===== config.mk =====
export PLATFORM = sky130hd
export DESIGN_NAME = card_score_tracker_flat
export DESIGN_NICKNAME = d
export VERILOG_FILES = /design/src/rtl/card_score_tracker_if.sv /design/src/rtl/card_score_tracker.sv /design/src/flat_wrapper.sv
export SDC_FILE = /design/constraint.sdc
export NUM_CORES = 1
export LEC_CHECK = 0
export CAP_MARGIN = 40
export CORE_MARGIN = 4
export CORE_UTILIZATION = 44
export CTS_CLUSTER_DIAMETER = 100
export DETAILED_ROUTE_END_ITERATION = 16
export PLACE_DENSITY = 0.72
export SYNTH_ARGS = -nofsm -noshare
export SYNTH_HDL_FRONTEND = slang
export SYNTH_SLANG_ARGS = --single-unit

===== constraint.sdc =====
create_clock -name clk_in -period 5.4 [get_ports clk_in]
set_input_delay 1.35 -clock clk_in [delete_from_list [all_inputs] [get_ports clk_in]]
set_output_delay 1.35 -clock clk_in [all_outputs]
set_load 0.02 [all_outputs]

===== src/rtl/card_score_tracker_if.sv =====
// Guess/card handshake bundle for card_score_tracker.
// The master offers guesses and dealt cards; the slave (the tracker) returns the ready flags.
interface card_score_tracker_if;
    logic       guess_valid_in;
    logic [1:0] guess_suit_in;
    logic [3:0] guess_rank_in;
    logic       guess_ready_out;
    logic       card_valid_in;
    logic [1:0] card_suit_in;
    logic [3:0] card_rank_in;
    logic       card_ready_out;

    modport master (
        output guess_valid_in,
        output guess_suit_in,
        output guess_rank_in,
        input  guess_ready_out,
        output card_valid_in,
        output card_suit_in,
        output card_rank_in,
        input  card_ready_out
    );

    modport slave (
        input  guess_valid_in,
        input  guess_suit_in,
        input  guess_rank_in,
        output guess_ready_out,
        input  card_valid_in,
        input  card_suit_in,
        input  card_rank_in,
        output card_ready_out
    );
endinterface


===== src/rtl/card_score_tracker.sv =====
// Card guessing game: latch a guess, accept a dealt card, score suit/rank matches, hold the card in SHOW.
// Optional macro SCORE_SATURATE_EN: scores hold at 99 on a match instead of wrapping to 0.
module card_score_tracker #(
    parameter int unsigned HOLD_CYCLES = 'd100_000_000,
    parameter int unsigned ROUNDS      = 'd52
) (
    input  logic                       clk_in,
    input  logic                       rst_in,
    input  logic                       start_in,
    card_score_tracker_if.slave        bus_if,
    output logic [1:0]                 suit,
    output logic [3:0]                 rank,
    output logic [6:0]                 suit_score,
    output logic [6:0]                 rank_score,
    output logic                       round_done_out,
    output logic                       game_over_out
);

    typedef enum logic [2:0] {
        S_IDLE  = 3'd0,
        S_GUESS = 3'd1,
        S_DEAL  = 3'd2,
        S_SCORE = 3'd3,
        S_SHOW  = 3'd4,
        S_DONE  = 3'd5
    } state_t;

    // A zero hold is treated as one cycle so SHOW always has an exit edge.
    localparam logic [31:0] HOLD_LAST = (HOLD_CYCLES > 32'd1) ? 32'(HOLD_CYCLES - 32'd1) : 32'd0;
    localparam logic [31:0] ROUNDS_W  = 32'(ROUNDS);
    localparam logic [6:0]  SCORE_MAX = 7'd99;

    function automatic logic [6:0] score_next(input logic [6:0] score, input logic hit);
        logic [6:0] result;
        if (!hit) begin
            result = score;
        end else if (score >= SCORE_MAX) begin
`ifdef SCORE_SATURATE_EN
            result = SCORE_MAX;
`else
            result = 7'd0;
`endif
        end else begin
            result = score + 7'd1;
        end
        return result;
    endfunction

    state_t      r_state;
    state_t      w_state_nxt;
    logic        w_start_acc;
    logic        w_guess_acc;
    logic        w_card_acc;
    logic        w_show_end;
    logic        w_rank_ok;
    logic [31:0] w_round_inc;

    logic [1:0]  r_guess_suit;
    logic [3:0]  r_guess_rank;
    logic [1:0]  r_suit;
    logic [3:0]  r_rank;
    logic [6:0]  r_suit_score;
    logic [6:0]  r_rank_score;
    logic [31:0] r_round_cnt;
    logic [31:0] r_hold_cnt;
    logic        r_score_pend;
    logic        r_suit_hit;
    logic        r_rank_hit;
    logic        r_round_done;
    logic        r_guess_ready;
    logic        r_card_ready;
    logic        r_game_over;

    assign w_rank_ok   = (bus_if.card_rank_in >= 4'd1) && (bus_if.card_rank_in <= 4'd13);
    assign w_round_inc = r_round_cnt + 32'd1;

    // State register.
    always_ff @(posedge clk_in or negedge rst_in) begin
        if (!rst_in) begin
            r_state <= S_IDLE;
        end else begin
            r_state <= w_state_nxt;
        end
    end

    // Next-state decode and handshake acceptance strobes.
    always_comb begin
        w_state_nxt = r_state;
        w_start_acc = 1'b0;
        w_guess_acc = 1'b0;
        w_card_acc  = 1'b0;
        w_show_end  = 1'b0;
        case (r_state)
            S_IDLE, S_DONE: begin
                if (start_in) begin
                    w_start_acc = 1'b1;
                    w_state_nxt = S_GUESS;
                end else begin
                    w_state_nxt = r_state;
                end
            end
            S_GUESS: begin
                if (bus_if.guess_valid_in && r_guess_ready) begin
                    w_guess_acc = 1'b1;
                    w_state_nxt = S_DEAL;
                end else begin
                    w_state_nxt = S_GUESS;
                end
            end
            S_DEAL: begin
                if (bus_if.card_valid_in && r_card_ready && w_rank_ok) begin
                    w_card_acc  = 1'b1;
                    w_state_nxt = S_SCORE;
                end else begin
                    w_state_nxt = S_DEAL;
                end
            end
            S_SCORE: begin
                w_state_nxt = S_SHOW;
            end
            S_SHOW: begin
                if (r_hold_cnt >= HOLD_LAST) begin
                    w_show_end  = 1'b1;
                    w_state_nxt = (w_round_inc == ROUNDS_W) ? S_DONE : S_GUESS;
                end else begin
                    w_state_nxt = S_SHOW;
                end
            end
            default: begin
                w_state_nxt = S_IDLE;
            end
        endcase
    end

    // Latched guess and revealed card.
    always_ff @(posedge clk_in or negedge rst_in) begin
        if (!rst_in) begin
            r_guess_suit <= 2'd0;
            r_guess_rank <= 4'd0;
            r_suit       <= 2'd0;
            r_rank       <= 4'd0;
        end else begin
            if (w_guess_acc) begin
                r_guess_suit <= bus_if.guess_suit_in;
                r_guess_rank <= bus_if.guess_rank_in;
            end
            if (w_start_acc) begin
                r_suit <= 2'd0;
                r_rank <= 4'd0;
            end else if (w_card_acc) begin
                r_suit <= bus_if.card_suit_in;
                r_rank <= bus_if.card_rank_in;
            end
        end
    end

    // Hold timer for SHOW and the per-game round counter.
    always_ff @(posedge clk_in or negedge rst_in) begin
        if (!rst_in) begin
            r_hold_cnt  <= 32'd0;
            r_round_cnt <= 32'd0;
        end else begin
            if (r_state == S_SCORE) begin
                r_hold_cnt <= 32'd0;
            end else if ((r_state == S_SHOW) && !w_show_end) begin
                r_hold_cnt <= r_hold_cnt + 32'd1;
            end
            if (w_start_acc) begin
                r_round_cnt <= 32'd0;
            end else if (w_show_end) begin
                r_round_cnt <= w_round_inc;
            end
        end
    end

    // Match flags are captured as SCORE exits and applied one edge later with the round_done pulse.
    always_ff @(posedge clk_in or negedge rst_in) begin
        if (!rst_in) begin
            r_score_pend <= 1'b0;
            r_suit_hit   <= 1'b0;
            r_rank_hit   <= 1'b0;
            r_round_done <= 1'b0;
            r_suit_score <= 7'd0;
            r_rank_score <= 7'd0;
        end else begin
            r_score_pend <= (r_state == S_SCORE);
            r_suit_hit   <= (r_suit == r_guess_suit);
            r_rank_hit   <= (r_rank == r_guess_rank);
            r_round_done <= r_score_pend;
            if (w_start_acc) begin
                r_suit_score <= 7'd0;
                r_rank_score <= 7'd0;
            end else if (r_score_pend) begin
                r_suit_score <= score_next(r_suit_score, r_suit_hit);
                r_rank_score <= score_next(r_rank_score, r_rank_hit);
            end
        end
    end

    // Ready and game-over flags decoded from the next state so they track the state register.
    always_ff @(posedge clk_in or negedge rst_in) begin
        if (!rst_in) begin
            r_guess_ready <= 1'b0;
            r_card_ready  <= 1'b0;
            r_game_over   <= 1'b0;
        end else begin
            r_guess_ready <= (w_state_nxt == S_GUESS);
            r_card_ready  <= (w_state_nxt == S_DEAL);
            r_game_over   <= (w_state_nxt == S_DONE);
        end
    end

    assign bus_if.guess_ready_out = r_guess_ready;
    assign bus_if.card_ready_out  = r_card_ready;
    assign suit           = r_suit;
    assign rank           = r_rank;
    assign suit_score     = r_suit_score;
    assign rank_score     = r_rank_score;
    assign round_done_out = r_round_done;
    assign game_over_out  = r_game_over;

endmodule


===== src/flat_wrapper.sv =====
// flat-port wrapper written by rule: the top's interface ports become plain ports
module card_score_tracker_flat 
#(
    parameter int unsigned HOLD_CYCLES = 'd100_000_000,
    parameter int unsigned ROUNDS      = 'd52
)
  (clk_in, rst_in, start_in, suit, rank, suit_score, rank_score, round_done_out, game_over_out, bus_if_guess_valid_in, bus_if_guess_suit_in, bus_if_guess_rank_in, bus_if_guess_ready_out, bus_if_card_valid_in, bus_if_card_suit_in, bus_if_card_rank_in, bus_if_card_ready_out);
  card_score_tracker_if bus_if_i ();
  input  logic clk_in;
  input  logic rst_in;
  input  logic start_in;
  output logic [1:0] suit;
  output logic [3:0] rank;
  output logic [6:0] suit_score;
  output logic [6:0] rank_score;
  output logic round_done_out;
  output logic game_over_out;
  input wire logic [$bits(bus_if_i.guess_valid_in)-1:0] bus_if_guess_valid_in;
  input wire logic [$bits(bus_if_i.guess_suit_in)-1:0] bus_if_guess_suit_in;
  input wire logic [$bits(bus_if_i.guess_rank_in)-1:0] bus_if_guess_rank_in;
  output wire logic [$bits(bus_if_i.guess_ready_out)-1:0] bus_if_guess_ready_out;
  input wire logic [$bits(bus_if_i.card_valid_in)-1:0] bus_if_card_valid_in;
  input wire logic [$bits(bus_if_i.card_suit_in)-1:0] bus_if_card_suit_in;
  input wire logic [$bits(bus_if_i.card_rank_in)-1:0] bus_if_card_rank_in;
  output wire logic [$bits(bus_if_i.card_ready_out)-1:0] bus_if_card_ready_out;
  assign bus_if_i.guess_valid_in = bus_if_guess_valid_in;
  assign bus_if_i.guess_suit_in = bus_if_guess_suit_in;
  assign bus_if_i.guess_rank_in = bus_if_guess_rank_in;
  assign bus_if_guess_ready_out = bus_if_i.guess_ready_out;
  assign bus_if_i.card_valid_in = bus_if_card_valid_in;
  assign bus_if_i.card_suit_in = bus_if_card_suit_in;
  assign bus_if_i.card_rank_in = bus_if_card_rank_in;
  assign bus_if_card_ready_out = bus_if_i.card_ready_out;
  card_score_tracker #(.HOLD_CYCLES(HOLD_CYCLES), .ROUNDS(ROUNDS)) u_core (.clk_in(clk_in), .rst_in(rst_in), .start_in(start_in), .bus_if(bus_if_i), .suit(suit), .rank(rank), .suit_score(suit_score), .rank_score(rank_score), .round_done_out(round_done_out), .game_over_out(game_over_out));
endmodule

==> summary.txt <==
Outcome
  – Status: finished clean

Placed design
  – Post-DP HPWL: slightly below 9 mm
  – RePlAce Congestion: 0.8646
  – Worst slack, placed: 1.977 ns
  – # port buffers: 40

Synth
  – Avg Inst Size Synth: 8.876 µm²
  – Ys flop type: dfrtp_1
  – Synth top area cells: dfrtp_1, xnor2_1, nor2_1
  – Synth warn: 0
  – Number of flops mapped to enable cells by yosys: 0
  – Seq/Total Area, Yosys: 0.4496
  – Number of synthesized register bits: 100
  – Area leader, netlist: dfrtp_1
  – Syn nets: 648
  – Yosys top cell area share: 0.4496
  – Post-Syn Area: 5565 µm²
  – Ys async rst share: 1.000
  – Synth unique cells: between 50 and 60
  – Post-Syn Instances: 627

CTS
  – Clock buffer depth: 2
  – Later-pin clock latency in the skew report: ~0.35 ns
  – Hold buffers post-CTS: 0
  – Post-CTS Repair Setup Buffers: 0
  – Clock slew at reported path FFs: 0.07 ns
  – CTS tree: done
  – PostCTS Resize Cnt: 0
  – Clock root cell: clkbuf_16
  – CTS H-tree depth: 3
  – TritonCTS buffer count: 9
  – Clk sinks: 100

Floorplanning
  – Die area: 14,510 µm²
  – Die Span X: ~120 µm
  – # IOs: just over 40
  – Die H: 120.5 µm
  – Core area: between 10,000 and 15,000 µm²
  – Starting Density: 0.4557
  – Row count: 40

Cells and area
  – # fillers: ~1,100
  – Share of cells above drive strength 1: 0.06154
  – Most frequent cells in the layout: dfrtp_1, nor2_1, nand2_1, o21ai_0, clkdlybuf4s50_1
  – Layout area overhead: 14.12%
  – Most common cell after layout, fill and taps aside: dfrtp_1
  – Post-layout net count: about 670
  – # diodes: 0

STA
  – Final hold violation count: 0
  – Max Slew Vio Count: 0
  – Setup TNS: 0 ns
  – RSZ-0062 raised after global routing: false
  – Period minus WS final: 3.075 ns
  – Worst-Margin Slew: 0.7851 ns
  – Final worst-path cycle share: 0.5695
  – # setup viols final: 0
  – Worst setup margin: 2.325 ns
  – Fmax: between 300 and 400 MHz
  – Max Clock Skew: 0.01040 ns
  – Rel. slew slack: 0.4755

Global route
  – GRT Overall Usage: 0.1779
  – Vias in the first global route: 4,497
  – Global-route wire length before repair: 21.26 mm
  – Initial antenna violation count: 0
  – Congestion Overflow GR: 0
  – Largest net degree at the start of global routing: 64

Power
  – VDD IR max: 0.1630 mV
  – Leakage dissipation: between 2 and 3 nW
  – Power Dens Cells: around 320 nW/µm²

Critical path
  – Worst-path fanout max: 15
  – Critical path launch point type: primary input
  – Critical path data arrival time: 3.28 ns
  – Crit-path cells: clkdlybuf4s50_1 -> nand3b_1 -> and2_1 -> buf_8 -> o21ai_0 -> o21ai_0
  – CP Class: in2reg
  – Cell family with most CP delay: simple AND/OR/NAND/NOR gates
  – WP data required: 5.61 ns
  – Critical path's most frequent cell: o21ai_0
  – Slowest-stage cell, CP: and2_1
  – Setup crit end kind: register
  – Slowest stage delay, CP: 0.51 ns
  – Bufs and invs on worst path: 2

Routing
  – Vias per inst: 5.853
  – Iteration-0 DRC Markers: 312
  – WL/cell: 15.24 µm
  – Final WL: around 12 mm
  – Residual DRC count: 0
  – DR pass1 iterations: 5
  – Vias: 4,788
  – Routed Antenna Nets: 0

Min path
  – HP Class: reg2reg

Run
  – Max-Cap Viols: 0
[final cells by class]
class	instances	area [µm²]	area share
repair buffers	46	467.9	0.07368
clock inverters	6	72.57	0.01143
flip-flops and latches	100	2502	0.3940
multi-input cells	475	2820	0.4440
well taps	168	210.2	0.03310
inverters	14	52.55	0.008274
clock buffers	9	225.2	0.03546
[flip-flops by register name, indices dropped and copies added (netlist names)]
name / flops
u_core.suit_score: 7
u_core.rank_score: 7
u_core.r_round_cnt: 32
u_core.bus_if.card_ready_out: 1
u_core.round_done_out: 1
u_core.game_over_out: 1
u_core.r_suit_hit: 1
u_core.r_rank_hit: 1
u_core.suit: 2
u_core.rank: 4
u_core.bus_if.guess_ready_out: 1
u_core.r_guess_suit: 2
u_core.r_state: 3
u_core.r_score_pend: 1
u_core.r_guess_rank: 4
u_core.r_hold_cnt: 32
[cell families (layout without fill, tap and decap cells)]
logic type | count (synthesis) | after routing | share of synthesized area
adder cells (fa/ha/maj) | 4 | 4 | 0.008993
AND/OR/NAND/NOR | 286 | 286 | 0.2673
XOR/XNOR | 38 | 38 | 0.05980
buffers and inverters | 52 | 75 | 0.04361
multiplexers | 7 | 7 | 0.01394
flip-flops | 100 | 100 | 0.4496
AO/OA/AOI/OAI | 140 | 140 | 0.1567
[Yosys cell counts (10+ instances only)]
master,instances
buf_2,11
clkbuf_1,22
inv_1,14
o31ai_1,20
o21ai_0,45
nand3_1,37
xor2_1,11
nand2_1,59
nand4_1,17
nor2_1,62
a21oi_1,21
xnor2_1,27
nor4_1,10
dfrtp_1,100
o21ai_1,19
nor3_1,27
[where the power goes]
group / leakage [nW] / internal (mW) / switching [mW]
Sequential: 1.37 / 0.834 / 0.0897
Clock: 0.143 / 0.362 / 0.287
Combinational: 1.02 / 0.197 / 0.285
[per-layer routing]
metal | vias up | global-route usage | share of wire
li1 | 2307 | - | -
met1 | 2336 | 0.2363 | 0.45
met2 | 127 | 0.2920 | 0.48
met3 | 18 | 0.03695 | 0.053
met4 | 0 | 0.05737 | 0.015
met5 | - | 0 | 0
[path summary, 6_finish.rpt]
| kind | start | to | slack, ns | cells after the start |
|---|---|---|---|---|
| worst max-delay path | start_in | u_core.r_round_cnt[26] | 2.32 | 6 |
| worst max register to register | u_core.r_hold_cnt[0] | u_core.r_round_cnt[26] | 2.46 | 10 |
| worst min-delay path | u_core.r_score_pend | u_core.round_done_out | 0.45 | 0 |
| worst min register to register | u_core.r_score_pend | u_core.round_done_out | 0.45 | 0 |
| min in group asynchronous | rst_in | u_core.r_hold_cnt[24] | 0.89 | 1 |
| max in group asynchronous | rst_in | u_core.r_hold_cnt[3] | 3.52 | 3 |
[through the flow]
step / total power [mW] / hold WS, ns / instance area [µm²] / std cells / util
2_1_floorplan: 1.238 / 0.3944 / 5565 / 627 / -
3_3_place_gp: 1.388 / 0.4327 / 6006 / 800 / 0.4918
3_5_place_dp: 1.422 / 0.4392 / 6053 / 803 / 0.4957
4_1_cts: 2.077 / 0.4506 / 6351 / 818 / 0.5201
5_1_grt: 2.171 / 0.4636 / 6351 / 818 / 0.5201
6_report: 2.056 / 0.4546 / 6351 / 818 / 0.5201
Power figures use the tool's default switching activity.
